<file path="config.mk">
export PLATFORM = sky130hd
export DESIGN_NAME = proc_input_arbiter
export DESIGN_NICKNAME = d
export VERILOG_FILES = /design/src/rtl/proc_input_arbiter.sv
export SDC_FILE = /design/constraint.sdc
export NUM_CORES = 1
export LEC_CHECK = 0
export ABC_AREA = 1
export BUFFER_PORTS_ARGS = -buffer_cell sky130_fd_sc_hd__buf_4
export CORE_ASPECT_RATIO = 1.1
export CORE_MARGIN = 3
export CORE_UTILIZATION = 40
export CTS_BUF_LIST = sky130_fd_sc_hd__clkbuf_4
export CTS_CLUSTER_DIAMETER = 80
export CTS_CLUSTER_SIZE = 8
export DETAILED_ROUTE_END_ITERATION = 6
export RECOVER_POWER = 100
export SYNTH_ARGS = -nofsm -noshare
export SYNTH_HDL_FRONTEND = slang
export SYNTH_SLANG_ARGS = --single-unit
</file>
<file path="constraint.sdc">
create_clock -name clk -period 3.1 [get_ports clk]
set_clock_uncertainty 0.15 [all_clocks]
set_input_delay 0.62 -clock clk [delete_from_list [all_inputs] [get_ports clk]]
set_output_delay 0.62 -clock clk [all_outputs]
set_load 0.005 [all_outputs]
</file>
<file path="src/rtl/proc_input_arbiter.sv">
`default_nettype none
// ============================================================================
// Module   : proc_input_arbiter
// Purpose  : Round-robin read issuer over three input memory pages per event.
//            Optional cycle budget: define PROC_ARB_TIMEOUT_EN.
// Revision : 1.0 - initial release
// ============================================================================
module proc_input_arbiter #(
    parameter int MEM_SIZE = 6,
    parameter int TIMEOUT  = 100
) (
    input  logic                clk,
    input  logic                reset,
    input  logic                en_proc,
    input  logic [1:0]          start,
    input  logic [5:0]          number_in_1,
    input  logic [5:0]          number_in_2,
    input  logic [5:0]          number_in_3,
    output logic [MEM_SIZE+1:0] read_add_1,
    output logic [MEM_SIZE+1:0] read_add_2,
    output logic [MEM_SIZE+1:0] read_add_3,
    output logic                rd_en_1,
    output logic                rd_en_2,
    output logic                rd_en_3,
    output logic [1:0]          sel,
    output logic                valid,
    output logic [1:0]          done,
    output logic                busy,
    output logic                truncated
);

    typedef enum logic [1:0] {
        S_IDLE  = 2'd0,
        S_RUN   = 2'd1,
        S_DRAIN = 2'd2
    } state_t;

    state_t r_state;
    state_t w_state_nxt;

    logic [1:0]                r_start_q;
    logic [1:0]                r_page;
    logic [1:0]                r_last;
    logic [1:0]                r_sel;
    logic [1:0]                r_done;
    logic                      r_valid;
    logic [1:0]                w_grant;
    logic [1:0]                w_src;
    logic                      w_start_chg;
    logic                      w_issue;
    logic                      w_exhausted;
    logic                      w_timeout_hit;
    logic                      w_trunc_go;
    logic                      w_done_upd;
    logic [3:1]                w_nz;
    logic [3:1]                w_left;
    logic [3:1]                w_rd;
    logic [3:1][5:0]           w_num;
    logic [3:1][MEM_SIZE+1:0]  w_addr;

    assign w_num       = {number_in_3, number_in_2, number_in_1};
    assign w_start_chg = (start != r_start_q);
    assign w_issue     = (r_state == S_RUN) && !w_start_chg && en_proc && (w_grant != 2'd0);
    assign w_exhausted = (w_left == 3'b000);

    // Search order begins one past the last granted source; r_last = 0 means none yet.
    always_comb begin
        w_grant = 2'd0;
        w_src   = 2'd0;
        for (int k = 0; k < 3; k++) begin
            w_src = 2'(((int'(r_last) + k) % 3) + 1);
            if ((w_grant == 2'd0) && w_nz[w_src]) begin
                w_grant = w_src;
            end
        end
    end

    for (genvar n = 1; n <= 3; n++) begin : g_src
        logic [5:0]          r_rem;
        logic [MEM_SIZE-1:0] r_idx;
        logic [MEM_SIZE+1:0] r_addr;
        logic                r_rd;
        logic                w_hit;

        assign w_hit     = w_issue && (w_grant == 2'(n));
        assign w_nz[n]   = (r_rem != 6'd0);
        assign w_left[n] = (r_rem > {5'd0, w_hit});
        assign w_rd[n]   = r_rd;
        assign w_addr[n] = r_addr;

        always_ff @(posedge clk) begin
            if (reset) begin
                r_rem  <= 6'd0;
                r_idx  <= '0;
                r_addr <= '0;
                r_rd   <= 1'b0;
            end else begin
                r_rd <= w_hit;
                if (w_hit) begin
                    r_addr <= {r_page, r_idx};
                end
                if (w_start_chg) begin
                    r_rem <= w_num[n];
                    r_idx <= '0;
                end else if (w_trunc_go) begin
                    r_rem <= 6'd0;
                end else if (w_hit) begin
                    r_rem <= r_rem - 6'd1;
                    r_idx <= r_idx + MEM_SIZE'(1);
                end
            end
        end
    end

`ifdef PROC_ARB_TIMEOUT_EN
    localparam int c_CW = $clog2(TIMEOUT + 1);

    logic [c_CW-1:0] r_cyc;
    logic            r_trunc;

    always_ff @(posedge clk) begin
        if (reset) begin
            r_cyc   <= '0;
            r_trunc <= 1'b0;
        end else begin
            r_trunc <= w_trunc_go;
            if (w_start_chg) begin
                r_cyc <= '0;
            end else if ((r_state == S_RUN) && en_proc) begin
                r_cyc <= r_cyc + c_CW'(1);
            end
        end
    end

    assign w_timeout_hit = (r_state == S_RUN) && en_proc && (r_cyc == c_CW'(TIMEOUT - 1));
    assign truncated     = r_trunc;
`else
    // Without the budget an event never times out; TIMEOUT has no effect.
    assign w_timeout_hit = (TIMEOUT < 0);
    assign truncated     = 1'b0;
`endif

    always_comb begin
        w_state_nxt = r_state;
        w_trunc_go  = 1'b0;
        w_done_upd  = 1'b0;
        case (r_state)
            S_IDLE: begin
                if (w_start_chg) w_state_nxt = S_RUN;
            end
            S_RUN: begin
                if (w_start_chg) begin
                    w_done_upd  = 1'b1;
                    w_state_nxt = S_RUN;
                end else if (w_exhausted) begin
                    w_state_nxt = S_DRAIN;
                end else if (w_timeout_hit) begin
                    w_state_nxt = S_DRAIN;
                    w_trunc_go  = 1'b1;
                end
            end
            S_DRAIN: begin
                w_done_upd  = 1'b1;
                w_state_nxt = w_start_chg ? S_RUN : S_IDLE;
            end
            default: w_state_nxt = S_IDLE;
        endcase
    end

    always_ff @(posedge clk) begin
        if (reset) r_state <= S_IDLE;
        else       r_state <= w_state_nxt;
    end

    always_ff @(posedge clk) begin
        if (reset) begin
            r_start_q <= 2'd0;
            r_page    <= 2'd0;
            r_last    <= 2'd0;
            r_done    <= 2'd0;
            r_valid   <= 1'b0;
            r_sel     <= 2'd0;
        end else begin
            r_start_q <= start;
            if (w_start_chg) begin
                r_page <= start;
                r_last <= 2'd0;
            end else if (w_issue) begin
                r_last <= w_grant;
            end
            if (w_done_upd) r_done <= r_page;
            r_valid <= |w_rd;
            r_sel   <= w_rd[1] ? 2'd1 : (w_rd[2] ? 2'd2 : (w_rd[3] ? 2'd3 : 2'd0));
        end
    end

    assign read_add_1 = w_addr[1];
    assign read_add_2 = w_addr[2];
    assign read_add_3 = w_addr[3];
    assign rd_en_1    = w_rd[1];
    assign rd_en_2    = w_rd[2];
    assign rd_en_3    = w_rd[3];
    assign sel        = r_sel;
    assign valid      = r_valid;
    assign done       = r_done;
    assign busy       = (r_state != S_IDLE);

endmodule
`default_nettype wire

</file>
==> reports/summary.json <==
{
  "status": "finished clean",
  "synthMostInstantiatedCell": "nand2_1",
  "grt_overflow": 0,
  "synthTopCellsByCount": "130 x nand2_1, 89 x nor2_1, 76 x dfxtp_1",
  "critical_path.max_fanout": 6,
  "routed_length_on_met2_um": 4405,
  "crit_arrival_ns": 3.03,
  "nets_in_the_synthesized_netlist": 585,
  "area_delta_synth_final_pct": 18.20,
  "wire_length_of_the_first_global_routing_pass_um": 14950,
  "post_cts_hold_buffer_count": 0,
  "post-route-cell-area_um2": 4542,
  "detailedPlacementHpwl_um": 6627,
  "placement.cell_area_um2": 4373,
  "timing.slew.headroom_pct": 51.56,
  "syn_area_per_cell_um2": 7.050,
  "detail_route.first_pass.iterations": 4,
  "layout_min_cycle_time_ns": 2.865,
  "place_worst_setup_slack_ns": 0.09904,
  "drc_errors": 0,
  "die_w_um": 99.45,
  "io_count": 57,
  "initialDrtViolationCount": 97,
  "synth_edf_count": 0,
  "crit_path_cell_trace": "inv_1 -> ha_1 -> inv_1 -> nand4_1 -> nand2_1 -> nand2_1 -> nand2_1 -> nand3_1 -> nand3_1 -> nand2_4 -> nand3_4 -> clkinv_2 -> ha_1 -> o22ai_2 -> nor4_2 -> o21ai_0 -> nand2_1 -> o21ai_0 -> nor2_1",
  "synth_area_um2": 3842,
  "grt_pass1_vias": 3362,
  "min_path_type": "in -> reg",
  "avgViaCountPerCell": 4.901,
  "ant_nets": 0,
  "critical-path-top-delay-family": "simple AND/OR/NAND/NOR gates",
  "synth_area_leader_cell": "dfxtp_1",
  "cts_tree": "built",
  "setup_ws_ns": 0.2347,
  "clock_latency_ns": 0.42,
  "net_count_final": 642,
  "synth.area.top_cells": "dfxtp_1 40%, nand2_1 13%, nor2_1 8.7%",
  "numClockSinks": 76,
  "post_route_cells_drive_above_1_share_pct": 17.16,
  "worst_setup_hold_path_clk_slew_ns": 0.12,
  "synth_largest_type_area_fraction_pct": 39.60,
  "synth.distinct_cells": 34,
  "final-hold-violation-count": 0,
  "worst_ep_required_time_ns": 3.26,
  "ys_warn_count": 0,
  "static-leakage-power_nw": 2.018,
  "postSynth.asyncResetShare_pct": 0,
  "post-route-period-util_pct": 92.43,
  "cts_buffers": 9,
  "startpoint_type": "flip-flop",
  "die_height_um": 108.8,
  "maximum_number_of_buffers_from_clock_root_to_sink": 2,
  "critPathMaxStageDelay_ns": 0.40,
  "initial_utilization_pct": 42.23,
  "irDropWorstVdd_mv": 0.2230,
  "prevailing_post_synth_register_cell": "dfxtp_1",
  "gr-usage-all-layers_pct": 17.02,
  "finalHoldWorstSlack_ns": 0.2906,
  "crit_slowest_cell": "dfxtp_2",
  "route.final.wire_length_um": 9030,
  "ys_seq_elements": 76,
  "max_cap_viol_count": 0,
  "htree_depth": 3,
  "ctsRootBufferMaster": "clkbuf_4",
  "worst-path-buf-inv": 3,
  "critical_path.endpoint_type": "flip-flop",
  "insertedDiodeCount": 0,
  "cpMostUsedCell": "nand2_1",
  "wl_met3_um": 346,
  "detail_route.wl_per_cell_um": 12.54,
  "num_rows": 36,
  "final-max-slew-violation-count": 0,
  "grt_start_max_net_pins": 30,
  "grt_antenna_before_repair": 0,
  "uppermost_routed_layer": "met4",
  "critPathKind": "reg -> reg",
  "buffer_ports.inserted": 55,
  "synthCells": 545,
  "met1Wirelength_um": 4193,
  "finalSetupViolCount": 0,
  "num_vias": 3529,
  "die_area_um2": 10820,
  "post-layout-total-power_mw": 2.222,
  "synth-seq-area-share_pct": 39.60,
  "power.density_nw_per_um2": 489.2,
  "fin_util_pct": 49.92,
  "slew_at_the_pin_with_the_worst_max_slew_slack_ns": 0.7266,
  "routabilityCongestion": 0.8811,
  "design.core.area_um2": 9099,
  "max_freq_ghz": 0.3490
}
## registers in the layout (all words and copies together), names as in the netlist
name / cells
g_src.r_rem: 18
r_start_q: 2
read_add_2: 8
rd_en_2: 1
read_add_3: 8
sel: 2
read_add_1: 8
r_last: 2
g_src.r_idx: 18
valid: 1
rd_en_3: 1
rd_en_1: 1
done: 2
r_state: 2
r_page: 2
## final timing paths
kind | from | endpoint | slack [ns] | cells after the start
worst max-delay path | r_last[1] | r_state[0] | 0.23 | 19
worst min-delay path | start[1] | r_start_q[1] | 0.29 | 3
worst max register to register | r_last[1] | r_state[0] | 0.23 | 19
worst min register to register | rd_en_1 | sel[1] | 0.31 | 1
## per-stage QoR
stage                     setup TNS [ns]  instances
after floorplan                        0        545
after global placement                 0        705
after detailed placement               0        705
after CTS                              0        720
after global routing            -0.02570        720
final                                  0        720
## placed cells by master (no fill, tap or decap), types with 2 or more instances in the layout
cell type  netlist  layout
nand2_1        130     129
xor2_1           7       7
a31oi_1          3       3
inv_2            0       3
o22a_1           2       2
a21oi_1         39      38
nand4_1          6       6
nor2_4           3       3
ha_2             0       2
nor3_1           9       9
ha_1            17      14
inv_1           51      48
nand3_1         29      30
dfxtp_2          0       2
bufinv_16        0       2
dfxtp_1         76      74
nor2_2           2       2
nand2_4          3       2
nor2_1          89      89
o21ai_0         38      38
xnor2_1          8       8
nand2_2          1       3
clkbuf_1         9       4
clkbuf_4         0      42
buf_4            1      29
clkinv_2         1       3
## worst register-to-register path, cell delays in order (launching register included)
cell	delay, ns
dfxtp_2	0.40
inv_1	0.08
ha_1	0.20
inv_1	0.11
nand4_1	0.13
nand2_1	0.08
nand2_1	0.06
nand2_1	0.07
nand3_1	0.08
nand3_1	0.13
nand2_4	0.11
nand3_4	0.10
clkinv_2	0.06
ha_1	0.28
o22ai_2	0.19
nor4_2	0.05
o21ai_0	0.14
nand2_1	0.12
o21ai_0	0.18
nor2_1	0.06
## cell families (layout without fill, tap and decap cells)
family / Yosys count / count (layout) / synth area share (%)
buf+inv: 72 / 133 / 7.912
other cells: 1 / 1 / 0.09759
fa+ha+maj: 17 / 17 / 5.536
flops: 76 / 76 / 39.60
xor+xnor: 15 / 15 / 3.419
simple gates: 279 / 279 / 31.55
compound gates: 85 / 85 / 11.89
## power by group
part           total, mW  switching, mW  internal [mW]  leakage (nW)
clock network      0.684          0.359          0.324        0.0861
registers           1.07         0.0465           1.02         0.620
logic              0.467          0.283          0.184          1.31
## area by class of cell
cell class                      instances  area [µm²]
Timing Repair Buffer                   66       480.5
Clock inverter                          6       87.58
Tap cell                              114       142.6
Clock buffer                            9       67.56
Sequential cell                        76        1524
Fill cell                             942        4557
Multi-Input combinational cell        397        2043
Inverter                               52       196.4
## routing by layer
| layer | vias up | GRT usage [%] |
|---|---|---|
| met2 | 54 | 29.41 |
| met1 | 1608 | 21.26 |
| met4 | 0 | 3.512 |
| li1 | 1858 | - |
| met3 | 9 | 4.734 |
| met5 | - | 0 |
## what timing repair did
action	in CTS	in global routing
resized for setup	0	12
setup buffers	0	0
setup endpoints to repair	0	2
Note: power is estimated with default switching activity, not from simulation.
